$ cat src/rtl/exc_sequencer.sv
// exc_sequencer: fixed-priority exception arbiter with flush/drain/vector entry sequencing.
// Optional macro HIGH_VECTORS_EN adds input hivecs selecting the 0xFFFF_0000 vector base.
module exc_sequencer #(
  parameter logic [31:0] VECTOR_BASE  = 32'h0000_0000,
  parameter int unsigned DRAIN_CYCLES = 3,
  parameter int unsigned SYNC_STAGES  = 2
) (
  input  logic        nGCLK,
  input  logic        nRESET,
  input  logic        nWAIT,
  input  logic        dabort_req,
  input  logic        iabort_req,
  input  logic        und_req,
  input  logic        swi_req,
  input  logic        nFIQ,
  input  logic        nIRQ,
  input  logic        fiq_disable,
  input  logic        irq_disable,
  input  logic        exc_ack,
`ifdef HIGH_VECTORS_EN
  input  logic        hivecs,
`endif
  output logic        flush,
  output logic        exc_valid,
  output logic [31:0] exc_vector,
  output logic [4:0]  exc_mode,
  output logic [2:0]  exc_code,
  output logic        set_irq_disable,
  output logic        set_fiq_disable,
  output logic        busy,
  output logic [2:0]  fsm_state
);

  typedef enum logic [2:0] {
    S_RST_PEND = 3'd0,
    S_IDLE     = 3'd1,
    S_FLUSH    = 3'd2,
    S_DRAIN    = 3'd3,
    S_VECTOR   = 3'd4
  } state_t;

  localparam logic [2:0] C_RST  = 3'd0;
  localparam logic [2:0] C_DABT = 3'd1;
  localparam logic [2:0] C_FIQ  = 3'd2;
  localparam logic [2:0] C_IRQ  = 3'd3;
  localparam logic [2:0] C_PABT = 3'd4;
  localparam logic [2:0] C_UND  = 3'd5;
  localparam logic [2:0] C_SWI  = 3'd6;
  localparam logic [3:0] DRAIN_LOAD = 4'(DRAIN_CYCLES);

  state_t      state, next_state;
  logic [2:0]  winner, next_winner;
  logic [3:0]  cnt, next_cnt;
  logic        pend_dabt, pend_pabt, pend_und, pend_swi;
  logic        pend_dabt_next, pend_pabt_next, pend_und_next, pend_swi_next;
  logic        fiq_n_s, irq_n_s, fiq_pend, irq_pend;
  logic        arb_any;
  logic [2:0]  arb_code;
  logic        ack_take, flush_clear, enter_vector;
  logic [31:0] base;

  // Synchronizers freeze with the rest of the core while nWAIT is low.
  generate
    if (SYNC_STAGES == 0) begin : g_nosync
      assign fiq_n_s = nFIQ;
      assign irq_n_s = nIRQ;
    end else begin : g_sync
      logic [SYNC_STAGES-1:0] fiq_sr, irq_sr;
      always_ff @(posedge nGCLK or negedge nRESET) begin
        if (!nRESET) begin
          fiq_sr <= '1;
          irq_sr <= '1;
        end else if (nWAIT) begin
          fiq_sr[0] <= nFIQ;
          irq_sr[0] <= nIRQ;
          for (int i = 1; i < SYNC_STAGES; i++) begin
            fiq_sr[i] <= fiq_sr[i-1];
            irq_sr[i] <= irq_sr[i-1];
          end
        end
      end
      assign fiq_n_s = fiq_sr[SYNC_STAGES-1];
      assign irq_n_s = irq_sr[SYNC_STAGES-1];
    end
  endgenerate

  assign fiq_pend  = ~fiq_n_s & ~fiq_disable;
  assign irq_pend  = ~irq_n_s & ~irq_disable;
  assign fsm_state = state;

`ifdef HIGH_VECTORS_EN
  assign base = hivecs ? 32'hFFFF_0000 : VECTOR_BASE;
`else
  assign base = VECTOR_BASE;
`endif

  function automatic logic [31:0] vec_offset(input logic [2:0] code);
    case (code)
      C_DABT:  vec_offset = 32'h10;
      C_FIQ:   vec_offset = 32'h1C;
      C_IRQ:   vec_offset = 32'h18;
      C_PABT:  vec_offset = 32'h0C;
      C_UND:   vec_offset = 32'h04;
      C_SWI:   vec_offset = 32'h08;
      default: vec_offset = 32'h00;
    endcase
  endfunction

  function automatic logic [4:0] vec_mode(input logic [2:0] code);
    case (code)
      C_DABT:  vec_mode = 5'b10111;
      C_FIQ:   vec_mode = 5'b10001;
      C_IRQ:   vec_mode = 5'b10010;
      C_PABT:  vec_mode = 5'b10111;
      C_UND:   vec_mode = 5'b11011;
      default: vec_mode = 5'b10011;
    endcase
  endfunction

  // Priority follows code order: dabt > fiq > irq > pabt > und > swi.
  always_comb begin
    arb_any  = 1'b1;
    arb_code = C_RST;
    if (pend_dabt)      arb_code = C_DABT;
    else if (fiq_pend)  arb_code = C_FIQ;
    else if (irq_pend)  arb_code = C_IRQ;
    else if (pend_pabt) arb_code = C_PABT;
    else if (pend_und)  arb_code = C_UND;
    else if (pend_swi)  arb_code = C_SWI;
    else                arb_any  = 1'b0;
  end

  // exc_valid/exc_ack: exc_valid rises with vector, mode and code stable and stays
  // high until an enabled edge samples exc_ack high; that edge completes the transfer.
  always_comb begin
    next_state  = state;
    next_winner = winner;
    next_cnt    = cnt;
    case (state)
      S_RST_PEND: begin
        next_state  = S_VECTOR;
        next_winner = C_RST;
      end
      S_IDLE: begin
        if (arb_any) begin
          next_state  = S_FLUSH;
          next_winner = arb_code;
        end
      end
      S_FLUSH: begin
        next_state = S_DRAIN;
        next_cnt   = DRAIN_LOAD;
      end
      S_DRAIN: begin
        if (cnt <= 4'd1) begin
          next_cnt   = 4'd0;
          next_state = S_VECTOR;
          if ((pend_dabt | dabort_req) && (winner > C_DABT)) next_winner = C_DABT;
        end else begin
          next_cnt = cnt - 4'd1;
        end
      end
      S_VECTOR: begin
        if (exc_ack) next_state = S_IDLE;
      end
      default: next_state = S_RST_PEND;
    endcase
  end

  // New requests win over the ack clear; the flush clear wins over requests from killed slots.
  always_comb begin
    ack_take       = (state == S_VECTOR) && exc_ack;
    flush_clear    = (state == S_FLUSH);
    enter_vector   = (next_state == S_VECTOR) && (state != S_VECTOR);
    pend_dabt_next = (pend_dabt & ~(ack_take && winner == C_DABT)) | dabort_req;
    pend_pabt_next = (flush_clear && winner != C_PABT) ? 1'b0 :
                     ((pend_pabt & ~(ack_take && winner == C_PABT)) | iabort_req);
    pend_und_next  = (flush_clear && winner != C_UND) ? 1'b0 :
                     ((pend_und & ~(ack_take && winner == C_UND)) | und_req);
    pend_swi_next  = (flush_clear && winner != C_SWI) ? 1'b0 :
                     ((pend_swi & ~(ack_take && winner == C_SWI)) | swi_req);
  end

  always_ff @(posedge nGCLK or negedge nRESET) begin
    if (!nRESET) state <= S_RST_PEND;
    else if (nWAIT) state <= next_state;
  end

  always_ff @(posedge nGCLK or negedge nRESET) begin
    if (!nRESET) begin
      winner          <= C_RST;
      cnt             <= 4'd0;
      pend_dabt       <= 1'b0;
      pend_pabt       <= 1'b0;
      pend_und        <= 1'b0;
      pend_swi        <= 1'b0;
      flush           <= 1'b0;
      exc_valid       <= 1'b0;
      exc_vector      <= 32'd0;
      exc_mode        <= 5'd0;
      exc_code        <= 3'd0;
      set_irq_disable <= 1'b0;
      set_fiq_disable <= 1'b0;
      busy            <= 1'b0;
    end else if (nWAIT) begin
      winner          <= next_winner;
      cnt             <= next_cnt;
      pend_dabt       <= pend_dabt_next;
      pend_pabt       <= pend_pabt_next;
      pend_und        <= pend_und_next;
      pend_swi        <= pend_swi_next;
      flush           <= (next_state == S_FLUSH);
      exc_valid       <= (next_state == S_VECTOR);
      busy            <= (next_state != S_IDLE);
      set_irq_disable <= ack_take;
      set_fiq_disable <= ack_take && (winner == C_RST || winner == C_FIQ);
      if (enter_vector) begin
        exc_vector <= base + vec_offset(next_winner);
        exc_mode   <= vec_mode(next_winner);
        exc_code   <= next_winner;
      end
    end
  end

endmodule
$ cat config.mk
export PLATFORM = sky130hd
export DESIGN_NAME = exc_sequencer
export DESIGN_NICKNAME = d
export VERILOG_FILES = /design/src/rtl/exc_sequencer.sv
export SDC_FILE = /design/constraint.sdc
export NUM_CORES = 1
export LEC_CHECK = 0
export ABC_CLOCK_PERIOD_IN_PS = 1900
export BUFFER_PORTS_ARGS = -buffer_cell sky130_fd_sc_hd__buf_4
export CAP_MARGIN = 20
export CORE_AREA = 5 5 71 73
export CTS_BUF_LIST = sky130_fd_sc_hd__clkbuf_8
export DETAILED_ROUTE_END_ITERATION = 6
export DIE_AREA = 0 0 76 78
export PLACE_DENSITY_LB_ADDON = 0.12
export SYNTH_ARGS = -nofsm -noshare
export SYNTH_HDL_FRONTEND = slang
export SYNTH_SLANG_ARGS = --single-unit
$ cat constraint.sdc
create_clock -name nGCLK -period 1.9 [get_ports nGCLK]
set_clock_uncertainty 0.2 [all_clocks]
set_input_delay 0.285 -clock nGCLK [delete_from_list [all_inputs] [get_ports nGCLK]]
set_output_delay 0.285 -clock nGCLK [all_outputs]
set_load 0.1 [all_outputs]
Word-level counts from Yosys, hierarchy flattened:

Cells that the tools add are included.

* word-level logic and storage cells: 106
* flip-flop bits (word level): 63
* input bits: 12
* output and inout bits: 48

* add/sub/neg operators: 1
* eq/ne operators: 22
* muxes and demuxes: 27
* order comparisons: 2
* bitwise logic cells: 19
* reductions and logical operators: 18

Operator list (count)
* $mux W3: 12
* $pmux W5 S6: 1
* $eq A3 B3 Y1 const B: 8
* $eq A3 B2 Y1 const B: 6
* $pmux W4 S4: 1
* $pmux W3 S5: 1
* $ne A3 B3 Y1 const B: 4
* $logic_and A1 B1 Y1: 11
* $eq A3 B1 Y1 const B: 3
* $mux W1: 9
* $pmux W3 S3: 1
* $not A1 Y1: 8
* $pmux W4 S2: 1
* $and A1 B1 Y1: 6
* $logic_not A3 Y1: 2
* $or A1 B1 Y1: 5
* $le A4 B1 Y1 const B: 1
* $mux W4: 1
* $reduce_and A2 Y1: 2
* $sub A4 B1 Y4 const B: 1
* $gt A3 B1 Y1 const B: 1
* $ne A3 B1 Y1 const B: 1
* $reduce_bool A2 Y1: 1
* $reduce_or A2 Y1: 1
* $logic_or A1 B1 Y1: 1

Longest topological paths before layout:

Gate-level depths: netlist of run 1.

* depth after elaboration: 11
* depth in mapped cells: 9
* depth with buffers taken out: 8

Worst setup path after synthesis of run 1:

No wires, ideal clock.

* path kind: reg-to-reg
* start: reg state[0], in the netlist fsm_state[0]
* end: reg exc_vector[3]
* arrival: 2185 ps
* clock period less this slack: 2509 ps
* setup time: 124 ps
* buffers on the path: 1
* data required time: 1576 ps
* path slack: -609 ps
* stages on the path, launching flop included: 8
* path through: dfrtp_1 > and3b_2 > nand4b_2 > o21a_1 > o211a_1 > buf_6 > a211oi_1 > nor2_1

* word-level cells in the longest chain between the ends: 5
* elaborated cells between the ends (all ways): 21
* classes of those cells: eq/ne (12); mux (6); reduce/logical (3)

RTL lines
* start: declaration: RTL line 51 `state_t state, next_state;`
* start signal: assignment: RTL line 186 `else if (nWAIT) state <= next_state;`
* parallel branches: the longest is 5 deep, another holds $pmux W5 S6
* end signal: assignment: RTL line 218 `exc_vector <= base + vec_offset(next_winner);`
* end: declaration: RTL line 25 `output logic [31:0] exc_vector,`

Several ways; the timed one is not identified.
A chain may end at the register's enable or synchronous reset.

Worst setup path after layout of run 1:

* start: reg cnt[1]
* end: reg exc_vector[4]

* word-level cells in the longest chain between the ends: 6
* elaborated cells between the ends (all ways): 15
* classes of those cells: order compare (1); eq/ne (7); mux (5); reduce/logical (2)

RTL lines
* start: declaration: RTL line 53 `logic [3:0] cnt, next_cnt;`
* start signal: assignment: RTL line 207 `cnt <= next_cnt;`
* $le A4 B1 Y1 *: RTL line 155 `if (cnt <= 4'd1) begin`
* parallel branches: the longest is 5 deep, another holds $pmux W5 S6

Mark *: on every way between the ends.

==> flow_summary.json, run 1 <==
{
  "yosys.area.top_type": "dfrtp_1",
  "wl_mm": 4.47,
  "fill_cells": 382,
  "dieHeight_um": 78,
  "port_buffers": 30,
  "ys_seq_elements": 34,
  "outcome": "finished with violations",
  "critPathKind": "flop to flop",
  "synth-async-reset-ratio": 1.00,
  "cts_tree": "built",
  "first_pass_iters": 4,
  "synth_top_area_share": 0.378,
  "grt_overflow": 0,
  "final_util": 0.610,
  "synth_edf_count": 0,
  "vdd_drop_max_mv": 0.934,
  "p_leak_uw": 0.00120,
  "io_pins": 60,
  "grt_usage": 0.157,
  "synth_compound_area_frac": 0.180,
  "worstPathRequired_ps": 1930,
  "ys_types": 54,
  "grt_pass1_wl_mm": 7.73,
  "cts_buffers": 5,
  "start_util": 0.462,
  "hpwl_mm": 3.33,
  "final_layout_size_suffix_gt1_frac": 0.422,
  "root_buffer": "clkbuf_8",
  "antenna_found_initial": 0,
  "synth_common_cells": "buf_4 (31), dfrtp_1 (30), nor2_1 (24), nand2_1 (20), a21oi_1 (13)",
  "synth_top_family_by_area": "compound AO/OA/AOI/OAI gates",
  "ys_warn_count": 0,
  "clk-insertion-delay-late_ps": 290,
  "stdcell_count": 329,
  "critPathMaxFanout": 3,
  "pre_cts_ws_ps": -182,
  "final_max_slew_viol_count": 0,
  "powerDensity_nw_per_um2": 1880,
  "synth_top_flop_cell": "dfrtp_1",
  "synthAdderAreaFrac": 0.0126,
  "clock_path_buffers": 2,
  "die_x_um": 76,
  "cts_sinks": 34,
  "drc": 0,
  "synth_area_sq_um": 1980,
  "rrSetupSlack_ps": -80,
  "violations": "setup timing",
  "critPathCaptureType": "flop",
  "setup-violations-final": 5,
  "gp_congestion": 0.806,
  "clk_pin_slew_worst_paths_ps": 70,
  "synth-seq-area-share": 0.431,
  "cts_max_level": 2,
  "yosysMostFrequentCell": "buf_4",
  "vias_per_cell": 4.89,
  "fin_crit_sh": 1.04,
  "rsz0062_at_grt": "yes",
  "ant_nets": 0,
  "final_net_count": 290,
  "grt_pass1_vias": 1608,
  "drt-initial-drc-count": 90,
  "period_minus_slack_ps": 1980,
  "synth.area.top_cells": "dfrtp_1 (38%), buf_4 (12%), dfstp_2 (5.3%)",
  "max_freq_ghz": 0.504,
  "cap_violations": 0,
  "postSynthAreaPerCell_sq_um": 9.40,
  "cp.arrival_ps": 2010,
  "synth.mux.area_fraction": 0.0340,
  "fin_ws_ps": -83.2,
  "core.rowCount": 24,
  "synthCells": 211,
  "coreArea_sq_um": 4290,
  "placed_cells": 319,
  "hold_class": "input pin to flop",
  "yosys.area_share.xor_xnor": 0.00441,
  "n_antenna_cell": 0,
  "hold_viol": 0,
  "synth-simple-area-share": 0.179,
  "drt-wirelength-per-cell_um": 13.6,
  "vias": 1609,
  "area_delta_synth_final_pct": 31.9,
  "die-area_sq_um": 5930,
  "grt_start_max_net_pins": 35,
  "startpoint_type": "flop"
}
## cells by family after synthesis
group                      count (synthesis)
and+or+nand+nor                           71
AOI/OAI and AO/OA                         51
buffers and inverters                     45
DFF                                       34
muxes                                      6
adders and majority gates                  2
other                                      1
xor gates and xnor gates                   1
## metal layers
metal	share of wire	track usage	vias up
met5	0	0	-
met2	0.49	0.250	43
li1	-	-	806
met1	0.44	0.204	753
met4	0.016	0.0569	0
met3	0.059	0.0428	7
## state kept, by name, summed over array words and instances, names as in the netlist, 2 cells and up
register / cells
exc_mode: 5
cnt: 4
exc_code: 3
exc_vector: 3
fsm_state: 3
winner: 3
g_sync.fiq_sr: 2
g_sync.irq_sr: 2
## power breakdown
part / total [uW] / internal, uW / leakage (uW) / switching (uW)
clock network: 554 / 287 / 0.0000524 / 266
logic: 3190 / 960 / 0.000761 / 2230
registers: 1160 / 987 / 0.000382 / 176
total: 4910 / 2230 / 0.00120 / 2680
## cell type report
| cell class | count | area (sq um) | share of cell area |
|---|---|---|---|
| timing repair buffer | 67 | 513 | 0.196 |
| clock inverter | 2 | 8.76 | 0.00335 |
| clock buffer | 6 | 82.6 | 0.0315 |
| tap | 52 | 65.1 | 0.0249 |
| inverter | 8 | 30.0 | 0.0115 |
| sequential | 34 | 868 | 0.332 |
| multi-input combinational | 160 | 1050 | 0.401 |
## per-stage QoR
step	area, sq um	total power [uW]	setup TNS [ps]	hold slack (ps)
finish	2620	4910	-285	39.7
global route	2620	5190	-1400	38.2
CTS	2580	4870	-420	28.5
detailed placement	2420	4230	-1450	62.7
global placement	2420	4210	-777	58.2
floorplan	2160	3530	-1150	-211
## critical path, stage by stage (launching register included)
cell and delay, ps:
dfrtp_1 410, inv_2 110, ha_4 160, nor2_4 40, nand4b_4 160, o21a_1 180, o211a_1 230, buf_4 150
a211oi_2 170, a21o_1 100
## final timing paths
path / from / to / cells past startpoint
min in group asynchronous: nRESET / cnt[1] / 2
worst max-delay path: cnt[1] / exc_vector[4] / 9
worst min-delay path: nIRQ / g_sync.irq_sr[0] / 2
max in group asynchronous: nRESET / g_sync.fiq_sr[1] / 2
worst max register to register: cnt[1] / exc_vector[4] / 9
worst min register to register: exc_mode[4] / exc_mode[4] / 1
## cell usage in the layout, fill, tap and decap left out, drive strengths merged, types with 2 or more instances in the layout
cell type / count
o22ai: 3
o21ai: 8
nor2: 25
a31oi: 4
nand2b: 2
dfstp: 4
or2: 2
mux2: 6
o22a: 2
o31ai: 5
buf: 66
nor2b: 2
inv: 9
nor3: 3
a211oi: 2
a21oi: 13
ha: 2
clkbuf: 6
nor4: 3
nand2: 21
nand3: 3
dfrtp: 30
nand4b: 2
conb: 29
o21a: 3
and3: 2
## what timing repair did
action                                 CTS  global route
setup endpoints to repair               18            21
buffers inserted                         1             0
pin swaps                                4             6
endpoints found under the hold margin   30             0
hold buffers                             1             0
gates resized for setup                 12             8
Power figures use the tool's default switching activity.
==> run 2, diff against run 1 <==
ABC_CLOCK_PERIOD_IN_PS = 2440   (was 1900)
CORE_AREA = 5 5 66 68   (was 5 5 71 73)
DIE_AREA = 0 0 71 73   (was 0 0 76 78)
REMOVE_ABC_BUFFERS = 1   (was default)
clock period = 2.44 ns   (was 1.9 ns; I/O delays follow)
==> run 2 against run 1 <==
  * The run now ends clean
  * Non-clock buffer count down 33
  * Fmax shrank 9.3%
  * Utilization shrank 2.4 points
  * Global-route usage rose by 0.088 points
  * Critical path depth fell by 1
  * Wire length is 11% lower
  * Sequential share of layout area is 5.3 points higher
  * Via count is 7.8% lower
  * First-iteration DRC count fell by 2.2%
  * Die area fell by 13%
  * Largest cell class unchanged
==> flow_summary.json, run 2 (synthesis results as in run 1) <==
{
  "outcome": "finished, final reports clean",
  "n_antenna_cell": 0,
  "max_slew_margin": 0.664,
  "max_freq_ghz": 0.457,
  "vias_per_cell": 5.05,
  "cts_buffers": 5,
  "routed.top_layer": "met4",
  "critPathKind": "flop to flop",
  "fill_cells": 353,
  "hold_viol": 0,
  "critPathMaxFanout": 9,
  "stdcell_count": 294,
  "top_register": "exc_mode",
  "post_cts_buffers": 0,
  "root_buffer": "clkbuf_8",
  "final_max_slew_viol_count": 0,
  "grt_usage": 0.158,
  "first_pass_iters": 4,
  "area_delta_synth_final_pct": 12.2,
  "period_minus_slack_ps": 2190,
  "cp.arrival_ps": 2170,
  "wl_met2_mm": 1.83,
  "grt_overflow": 0,
  "hpwl_mm": 2.95,
  "rsz0062_at_grt": "no",
  "clock_path_buffers": 2,
  "crit_family": "compound AO/OA/AOI/OAI gates",
  "seqCellArea_sq_um": 856,
  "drt-initial-drc-count": 88,
  "worstPathRequired_ps": 2420,
  "dieHeight_um": 73,
  "grt_pass1_vias": 1428,
  "reg_top3": "exc_mode (5), cnt (4)",
  "hold_ws_ps": 111,
  "fin_crit_sh": 0.896,
  "clk-insertion-delay-late_ps": 290,
  "tns_ps": 0,
  "layout_common_cells": "buf_4 (33), dfrtp_1 (30), conb_1 (29)",
  "cts_sinks": 34,
  "wl_met3_um": 309,
  "drt-met1-wl_mm": 1.78,
  "port_buffers": 30,
  "core.rowCount": 23,
  "wl_mm": 3.98,
  "vias": 1484,
  "drt-wirelength-per-cell_um": 13.5,
  "crit_buf_inv": 1,
  "multi_input_area_sq_um": 928,
  "die_x_um": 71,
  "startpoint_type": "flop",
  "worst-slew-pin-transition_ps": 500,
  "ant_nets": 0,
  "setup-violations-final": 0,
  "final_util": 0.586,
  "critPathCaptureType": "flop",
  "start_util": 0.522,
  "antenna_found_initial": 0,
  "gp_congestion": 0.790,
  "slowest_delay_ps": 390,
  "grt_pass1_wl_mm": 6.39,
  "grt_start_max_net_pins": 35,
  "coreArea_sq_um": 3800,
  "clk_pin_slew_worst_paths_ps": 70,
  "layout_commonest_cell": "buf_4",
  "cts_max_level": 2,
  "io_pins": 60,
  "largest_reg_flops": 5,
  "hold_class": "input pin to flop",
  "cp_cell_sequence": "inv_1 > ha_1 > nor2_1 > nand4b_2 > a2bb2oi_1 > o211a_1 > a211oi_2 > a21o_1",
  "crit_slowest_cell": "dfrtp_1",
  "die-area_sq_um": 5180,
  "final_layout_size_suffix_gt1_frac": 0.258,
  "final_net_count": 257,
  "cts_tree": "built",
  "drc": 0,
  "placed_cells": 285,
  "cap_violations": 0
}
## run 2: changes by cell type in the layout (fill, tap and decap cells not counted), sizes merged
cell	previous run	this run
buf	66	33
## run 2: routing by layer
metal,vias to the layer above,GRT usage
met5,-,0
li1,745,-
met4,0,0.0772
met3,5,0.0427
met2,53,0.256
met1,681,0.195
## run 2: metrics by stage
| stage | setup WS [ps] | cell area [sq um] |
|---|---|---|
| 3_5_place_dp | 206 | 2120 |
| 4_1_cts | 146 | 2220 |
| 3_3_place_gp | 305 | 2120 |
| 6_report | 254 | 2230 |
| 2_1_floorplan | -205 | 1810 |
| 5_1_grt | 115 | 2230 |
## run 2: path summary, 6_finish.rpt
kind                             start  cells past startpoint  slack, ps                to
setup / recovery                cnt[0]                      8        250     exc_vector[4]
min in group asynchronous       nRESET                      2        370      fsm_state[2]
hold reg to reg            exc_mode[4]                      1        280       exc_mode[4]
hold / removal                    nIRQ                      2        110  g_sync.irq_sr[0]
setup reg to reg                cnt[0]                      8        250     exc_vector[4]
max in group asynchronous       nRESET                      2       1340  g_sync.irq_sr[0]
## run 2: what timing repair did
item,4_1_cts,5_1_grt
gates resized for setup,0,1
hold buffers,1,0
endpoints found under the setup margin,0,3
hold endpoints to repair,30,0
## run 2: final cells by class
class                   instances  share of cell area
well taps                      50              0.0281
flip-flops and latches         34               0.384
clock buffers                   6              0.0371
inverters                       8              0.0135
clock inverters                 2             0.00393
repair buffers                 34               0.116
multi-input cells             160               0.417
Power of run 2 is left out: the tool's default activity adds up to more than one toggle a clock period on the data nets, which glitch-free logic cannot reach.
